## src/rtl/btn_multi_in.sv

```systemverilog
// N-channel push-button front end: 2-flop sync, tick-sampled debounce, press/release/long-press pulses.
// Optional auto-repeat of press after a long press is built when BTN_REPEAT_EN is defined.
module btn_multi_in #(
    parameter int N            = 3,
    parameter int CLK_HZ       = 50000000,
    parameter int SAMPLE_HZ    = 40,
    parameter int STABLE       = 2,
    parameter int ACTIVE_LOW   = 1,
    parameter int LONG_TICKS   = 40,
    parameter int REPEAT_TICKS = 8
) (
    input  logic         clk,
    input  logic         n_rst,
    input  logic [N-1:0] btn,
    output logic [N-1:0] level,
    output logic [N-1:0] press,
    output logic [N-1:0] release_o,
    output logic [N-1:0] long_press,
    output logic         tick
);

    localparam int              DIV       = CLK_HZ / SAMPLE_HZ;
    localparam int              DIV_W     = $clog2(DIV);
    localparam logic [DIV_W-1:0] DIV_LAST = DIV_W'(DIV - 1);
    localparam logic            IDLE_BIT  = (ACTIVE_LOW != 0);
    localparam logic [N-1:0]    IDLE      = {N{IDLE_BIT}};
    localparam logic [3:0]      STAB_LAST = 4'(STABLE - 1);
    localparam logic [15:0]     LONG_MAX  = 16'(LONG_TICKS);
    localparam logic [15:0]     LONG_PRE  = 16'(LONG_TICKS - 1);

    if (DIV < 2 || STABLE < 1 || STABLE > 15 || LONG_TICKS < 1 || LONG_TICKS > 65535
        || REPEAT_TICKS < 1) begin : g_param_err
        $error("btn_multi_in: parameter out of range");
    end

    logic [N-1:0]       sync1_q, sync1_d;
    logic [N-1:0]       sync2_q, sync2_d;
    logic [DIV_W-1:0]   div_q, div_d;
    logic               tick_q, tick_d;
    logic [N-1:0]       level_q, level_d;
    logic [N-1:0]       press_q, press_d;
    logic [N-1:0]       release_q, release_d;
    logic [N-1:0]       long_q, long_d;
    logic [N-1:0][3:0]  stab_q, stab_d;
    logic [N-1:0][15:0] hold_q, hold_d;
    logic [N-1:0]       s;

`ifdef BTN_REPEAT_EN
    localparam logic [15:0] REP_LAST = 16'(REPEAT_TICKS - 1);
    logic [N-1:0][15:0] rep_q, rep_d;
`endif

    // s = 1 means pressed regardless of pin polarity
    assign s = sync2_q ^ IDLE;

    always_comb begin
        sync1_d   = btn;
        sync2_d   = sync1_q;
        div_d     = (div_q == DIV_LAST) ? '0 : div_q + 1'b1;
        tick_d    = (div_q == DIV_LAST);
        level_d   = level_q;
        stab_d    = stab_q;
        hold_d    = hold_q;
        press_d   = '0;
        release_d = '0;
        long_d    = '0;
`ifdef BTN_REPEAT_EN
        rep_d     = rep_q;
`endif
        if (tick_q) begin
            for (int i = 0; i < N; i++) begin
                if (s[i] == level_q[i]) begin
                    stab_d[i] = '0;
                end else if (stab_q[i] == STAB_LAST) begin
                    level_d[i] = ~level_q[i];
                    stab_d[i]  = '0;
                end else begin
                    stab_d[i] = stab_q[i] + 4'd1;
                end
                press_d[i]   = level_d[i] & ~level_q[i];
                release_d[i] = level_q[i] & ~level_d[i];

                // the rising tick sees level_q = 0, so it counts as hold 0
                if (!level_q[i]) begin
                    hold_d[i] = '0;
                end else if (hold_q[i] != LONG_MAX) begin
                    hold_d[i] = hold_q[i] + 16'd1;
                    long_d[i] = (hold_q[i] == LONG_PRE);
                end
`ifdef BTN_REPEAT_EN
                // repeats start once the hold count is saturated; suppressed on the falling tick
                if (!level_q[i] || !level_d[i]) begin
                    rep_d[i] = '0;
                end else if (hold_q[i] == LONG_MAX) begin
                    if (rep_q[i] == REP_LAST) begin
                        rep_d[i]   = '0;
                        press_d[i] = 1'b1;
                    end else begin
                        rep_d[i] = rep_q[i] + 16'd1;
                    end
                end
`endif
            end
        end
    end

    always_ff @(posedge clk) begin
        if (!n_rst) begin
            sync1_q   <= IDLE;
            sync2_q   <= IDLE;
            div_q     <= '0;
            tick_q    <= 1'b0;
            level_q   <= '0;
            press_q   <= '0;
            release_q <= '0;
            long_q    <= '0;
            stab_q    <= '0;
            hold_q    <= '0;
`ifdef BTN_REPEAT_EN
            rep_q     <= '0;
`endif
        end else begin
            sync1_q   <= sync1_d;
            sync2_q   <= sync2_d;
            div_q     <= div_d;
            tick_q    <= tick_d;
            level_q   <= level_d;
            press_q   <= press_d;
            release_q <= release_d;
            long_q    <= long_d;
            stab_q    <= stab_d;
            hold_q    <= hold_d;
`ifdef BTN_REPEAT_EN
            rep_q     <= rep_d;
`endif
        end
    end

    assign level      = level_q;
    assign press      = press_q;
    assign release_o  = release_q;
    assign long_press = long_q;
    assign tick       = tick_q;

endmodule

```

## config.mk

```make
export PLATFORM = sky130hd
export DESIGN_NAME = btn_multi_in
export DESIGN_NICKNAME = d
export VERILOG_FILES = /design/src/rtl/btn_multi_in.sv
export SDC_FILE = /design/constraint.sdc
export NUM_CORES = 1
export LEC_CHECK = 0
export CAP_MARGIN = 5
export CORE_MARGIN = 5
export CORE_UTILIZATION = 60
export DETAILED_ROUTE_END_ITERATION = 12
export GPL_TIMING_DRIVEN = 0
export HOLD_SLACK_MARGIN = 0.06
export PLACE_DENSITY = 0.78
export SETUP_SLACK_MARGIN = 0.3
export SLEW_MARGIN = 5
export SYNTH_ARGS = -nofsm -noshare
export SYNTH_HDL_FRONTEND = slang
export SYNTH_SLANG_ARGS = --single-unit
```

## constraint.sdc

```tcl
create_clock -name clk -period 1.9 [get_ports clk]
set_input_delay 0.19 -clock clk [delete_from_list [all_inputs] [get_ports clk]]
set_output_delay 0.19 -clock clk [all_outputs]
set_load 0.02 [all_outputs]
```

---- Word-level counts from Yosys, hierarchy flattened ----
Index checks and enable logic that the tools add are counted.
cells by class
  div/mod/pow operators ................... 0
  shift-type cells ........................ 0
  eq/ne operators ......................... 16
  add/sub/neg operators ................... 7
  magnitude comparators ................... 0
  mux-type cells .......................... 21
  $mul .................................... 0
  reductions and logical operators ........ 8
  bitwise logic cells ..................... 14
operator list
  kind                                                                       number
  16-bit 2-to-1 mux                                                          6
  16-bit by 1-bit adder with 16-bit output (second input constant)           3
  16-bit by 6-bit equality test with 1-bit output (second input constant)    3
  16-bit by 6-bit inequality test with 1-bit output (second input constant)  3
  4-bit 2-to-1 mux                                                           6
  21-bit by 1-bit adder with 21-bit output (second input constant)           1
  21-bit equality test (second input constant)                               1
  4-bit by 1-bit adder with 4-bit output (second input constant)             3
  4-bit by 1-bit equality test with 1-bit output (second input constant)     3
  4-bit AND reduction                                                        3
  1-bit 2-to-1 mux                                                           9
  2-bit AND reduction                                                        4
  1-bit inverter                                                             7
  1-bit AND                                                                  6
  2-bit by 1-bit inequality test with 1-bit output (second input constant)   3
  1-bit equality test                                                        3
  3-bit inverter                                                             1
  2-bit OR reduction                                                         1
word-level totals
  memories kept ........................... 0
  word-level logic and storage cells ...... 82
  RAM bits ................................ 0
  register bits ........................... 100
  output and inout port bits .............. 13
  input port bits ......................... 5
  bits in latches ......................... 0
  memory bits (read-only) ................. 0

---- Logic depth before layout (Yosys ltp) ----
  depth after elaboration ................. 6
  depth in mapped cells ................... 8

---- Least setup slack after synthesis ----
OpenSTA, ideal clock, no wires.
  path kind ............................... register -> register
  from .................................... reg level_q[0], in the netlist level[0]
  to ...................................... reg hold_q[15] (netlist bit)
  clock period less this slack ............ 1.734 ns
  setup slack ............................. 0.166 ns
  buffers on the path ..................... 2
  arrival ................................. 1.660 ns
  stages on the path, launching flop included .. 8
  cell sequence ........................... dfxtp_1 clkbuf_1 nor4bb_1 nand4_1 o31ai_2 buf_4 nand2_1 a31oi_1
between the ends
  word-level cells in the longest chain between the ends .. 2
  elaborated cells between the ends (all ways) .. 3
ends and longest elaborated chain
  element                                                            line  text
  start: declaration                                                 40    logic [N-1:0] level_q, level_d;
  start signal: assignment                                           127   level_q <= level_d;
  2-bit by 1-bit inequality test with 1-bit output (no source line)  -
  2-bit AND reduction (no source line)                               -
  end signal: assignment                                             132   hold_q <= hold_d;
  end: declaration                                                   45    logic [N-1:0][15:0] hold_q, hold_d;
Parallel ways exist; a longest one is shown, timed or not.
A chain may end at the register's enable or synchronous reset.

---- Worst setup path in the final report ----
  from .................................... reg hold_q[23] (netlist bit)
  to ...................................... reg hold_q[31] (netlist bit)
between the ends
  word-level cells in the longest chain between the ends .. 3
  elaborated cells between the ends (all ways) .. 6
ends and longest elaborated chain
  element                                                                                                        line
  16-bit by 1-bit adder with 16-bit output or 16-bit by 6-bit inequality test with 1-bit output (tied branches)  87, 86
  16-bit 2-to-1 mux or 2-bit by 1-bit inequality test with 1-bit output (tied branches)                          -
  16-bit 2-to-1 mux or 2-bit AND reduction (tied branches)                                                       -
Parallel ways exist; a longest one is shown, timed or not. The select of a mux whose other input is x is not followed.

==> results.json <==
{
  "seq_area_um2": 2080,
  "numCtsBuffers": 9,
  "hp-class": "in -> reg",
  "dpl.hpwl_um": 8260,
  "design_power_total_uw": 3680,
  "syn-mean-instance-area_um2": 8.16,
  "final_util_pct": 82.0,
  "fin_crit_sh_pct": 95.9,
  "start_kind": "register",
  "tns_ps": 0,
  "synth.distinct_cells": 65,
  "antennaDiodeCount": 0,
  "ios": 18,
  "status": "complete, no violations",
  "grt_pass1_vias": 4587,
  "crit_family": "simple AND/OR/NAND/NOR gates",
  "crit_buf_inv": 2,
  "clock-root-buffer": "clkbuf_8",
  "critPathRequiredTime_ps": 2200,
  "start_util_pct": 60.9,
  "cts_tree": "built",
  "max_slew.worst_pin.slew_ps": 690,
  "setup_viol": 0,
  "synth_ff_type": "dfxtp_1",
  "p_leak_uw": 0.00221,
  "power.density_nw_per_um2": 551,
  "slew_headroom_pct": 54.0,
  "drtIter0Drc": 578,
  "synth_enable_flop_cells": 0,
  "dr.pass1.iters": 6,
  "cts_hold_buf": 0,
  "rsz0062_at_grt": "true",
  "avgViaCountPerCell": 6.42,
  "cp_max_fo": 7,
  "antenna_found_initial": 0,
  "max_freq_mhz": 549,
  "fin_nets": 698,
  "remaining_drc_errors": 0,
  "cts_buffer_depth": 2,
  "die_area_um2": 10200,
  "hold_slack_ps": 366,
  "routed_wl_um": 15000,
  "clock-sinks": 100,
  "die_x_um": 101,
  "use_met3_pct": 6.16,
  "skew_ps": 12.8,
  "worstSkewPairLatency_ps": 380,
  "cp.arrival_ps": 2120,
  "maxCapViolations": 0,
  "ys_warn_count": 0,
  "wl_per_cell_um": 18.9,
  "multi_input_area_um2": 3310,
  "slowest_delay_ps": 390,
  "nFillCells": 482,
  "slew_violations": 0,
  "hold_viol_final": 0,
  "critPathSlowestCell": "dfxtp_1",
  "cts.clk_slew.worst_paths_ps": 100,
  "core-area_um2": 8130,
  "areaGrowthSynthToFinish_pct": 34.6,
  "htreeDepth": 3,
  "drive_above_1_share_pct": 34.7,
  "synth.net_count": 625,
  "top_usage_layer": "met2",
  "track_usage_pct": 26.5,
  "timing.final.crit_period_ps": 1820,
  "gr-usage-met1_pct": 33.6,
  "vdd_drop_max_mv": 0.474,
  "die_height_um": 101,
  "num_vias": 5075,
  "syn_area_um2": 4960,
  "io_buffers": 16,
  "crit_type": "reg -> reg",
  "ys_ff_latch": 100,
  "fp-row-count": 33,
  "critPathCaptureType": "register",
  "grt_use_met2_pct": 43.0,
  "postSynthCellCount": 607,
  "grt_max_degree": 17,
  "grt_overflow_total": 0,
  "worstPathCellList": "nor4_2, nand3_2, o21ai_4, buf_12, buf_8, nand2_2, a31oi_1",
  "routabilityCongestion": 0.916,
  "async_flop_share_pct": 0,
  "yosysSeqAreaShare_pct": 40.4,
  "grt_pass1_wl_um": 21700,
  "antenna_left": 0
}
registers in the layout (all words and copies together), names as in the netlist:
name	count
sync2_q	3
stab_q	12
div_q	21
level	3
long_press	3
hold_q	48
press	3
release_o	3
tick	1
sync1_q	3
path summary, 6_finish.rpt:
kind                    from          to  slack (ps)  cells past startpoint
setup / recovery  hold_q[23]  hold_q[31]          80                      7
hold / removal        btn[2]  sync1_q[2]         370                      2
setup reg to reg  hold_q[23]  hold_q[31]          80                      7
hold reg to reg   sync1_q[0]  sync2_q[0]         430                      1
Yosys cell counts, types with 4 or more instances:
cell	count	area share [%]
dfxtp_1	100	40
nand2_1	62	4.7
nor2_1	62	4.7
nand3_1	48	4.8
o21ai_0	37	3.7
a21oi_1	32	3.2
clkbuf_1	26	2.0
nand4_1	21	2.7
inv_1	19	1.4
nor3_1	16	1.6
nor4_1	14	1.8
ha_1	13	3.3
xor2_1	13	2.3
a31oi_1	9	1.1
and4_1	9	1.6
and3_1	8	1.0
xnor2_1	8	1.4
nand2b_1	7	0.88
buf_2	6	0.61
mux2i_1	6	1.2
or4_1	6	0.91
a22oi_1	5	0.76
o211ai_1	5	0.76
or3b_2	5	0.88
and2_1	4	0.50
nand4b_1	4	0.71
nor3b_1	4	0.61
nor4b_1	4	0.71
cells by family (layout without fill, tap and decap cells):
kind of cell             count (synthesis)  count (layout)  synth area share [%]
XOR/XNOR                                21              21                  3.71
AND/OR/NAND/NOR                        299             300                  32.4
adder cells (fa/ha/maj)                 13              13                  3.28
flip-flops                             100             100                  40.4
multiplexers                             7               7                  1.44
AO/OA/AOI/OAI                          113             113                  14.3
buffers and inverters                   54             131                  4.49
metrics by stage:
step / cell area (um2) / worst slack [ps] / instances
after detailed placement: 5310 / -86.3 / 728
after global routing: 6670 / 56.1 / 790
after floorplan: 5010 / 248 / 607
after CTS: 6110 / 175 / 771
after global placement: 5310 / -72.1 / 728
final: 6670 / 78.2 / 790
repair_timing:
item,in CTS,in global routing
pin swaps,28,57
cloned,4,2
buffers inserted,23,17
setup endpoints to repair,86,85
resized for setup,122,126
final cells by class:
cell class                      instances  area share, %
Multi-Input combinational cell        454           49.7
Sequential cell                       100           31.2
Timing Repair Buffer                   61           8.78
Buffer                                 35           4.11
Clock buffer                           11           2.27
Tap cell                              105           1.97
Inverter                               19           1.07
Clock inverter                          5          0.900
power by group:
part	switching (uW)	internal, uW	total, uW	leakage [uW]
clock network	766	683	1450	0.000106
registers	11.1	2090	2100	0.000831
logic	80.7	45.4	126	0.00127
total	857	2820	3680	0.00221
routing by layer:
layer  wire length [um]  vias to the layer above  part of all wire (%)
li1                   -                     2352                     -
met1               5980                     2410                    40
met2               7380                      251                    49
met3               1070                       62                   7.1
met4                529                        0                   3.5
met5                  0                        -                     0
layout by cell type, fill, tap and decap left out, types with 10 or more instances in the layout:
master,count
buf_4,35
nor3_1,13
nor2_1,42
o21ai_0,20
clkbuf_8,12
dfxtp_2,26
nand4_1,21
dfxtp_4,13
dfxtp_1,61
clkbuf_2,10
nand3_1,35
clkdlybuf4s50_1,14
a21oi_1,24
xor2_1,11
nand2_1,54
nor2_2,12
inv_1,18
nand3_2,12
o21ai_1,12
buf_6,13
Note: power is estimated with default switching activity, not from simulation.
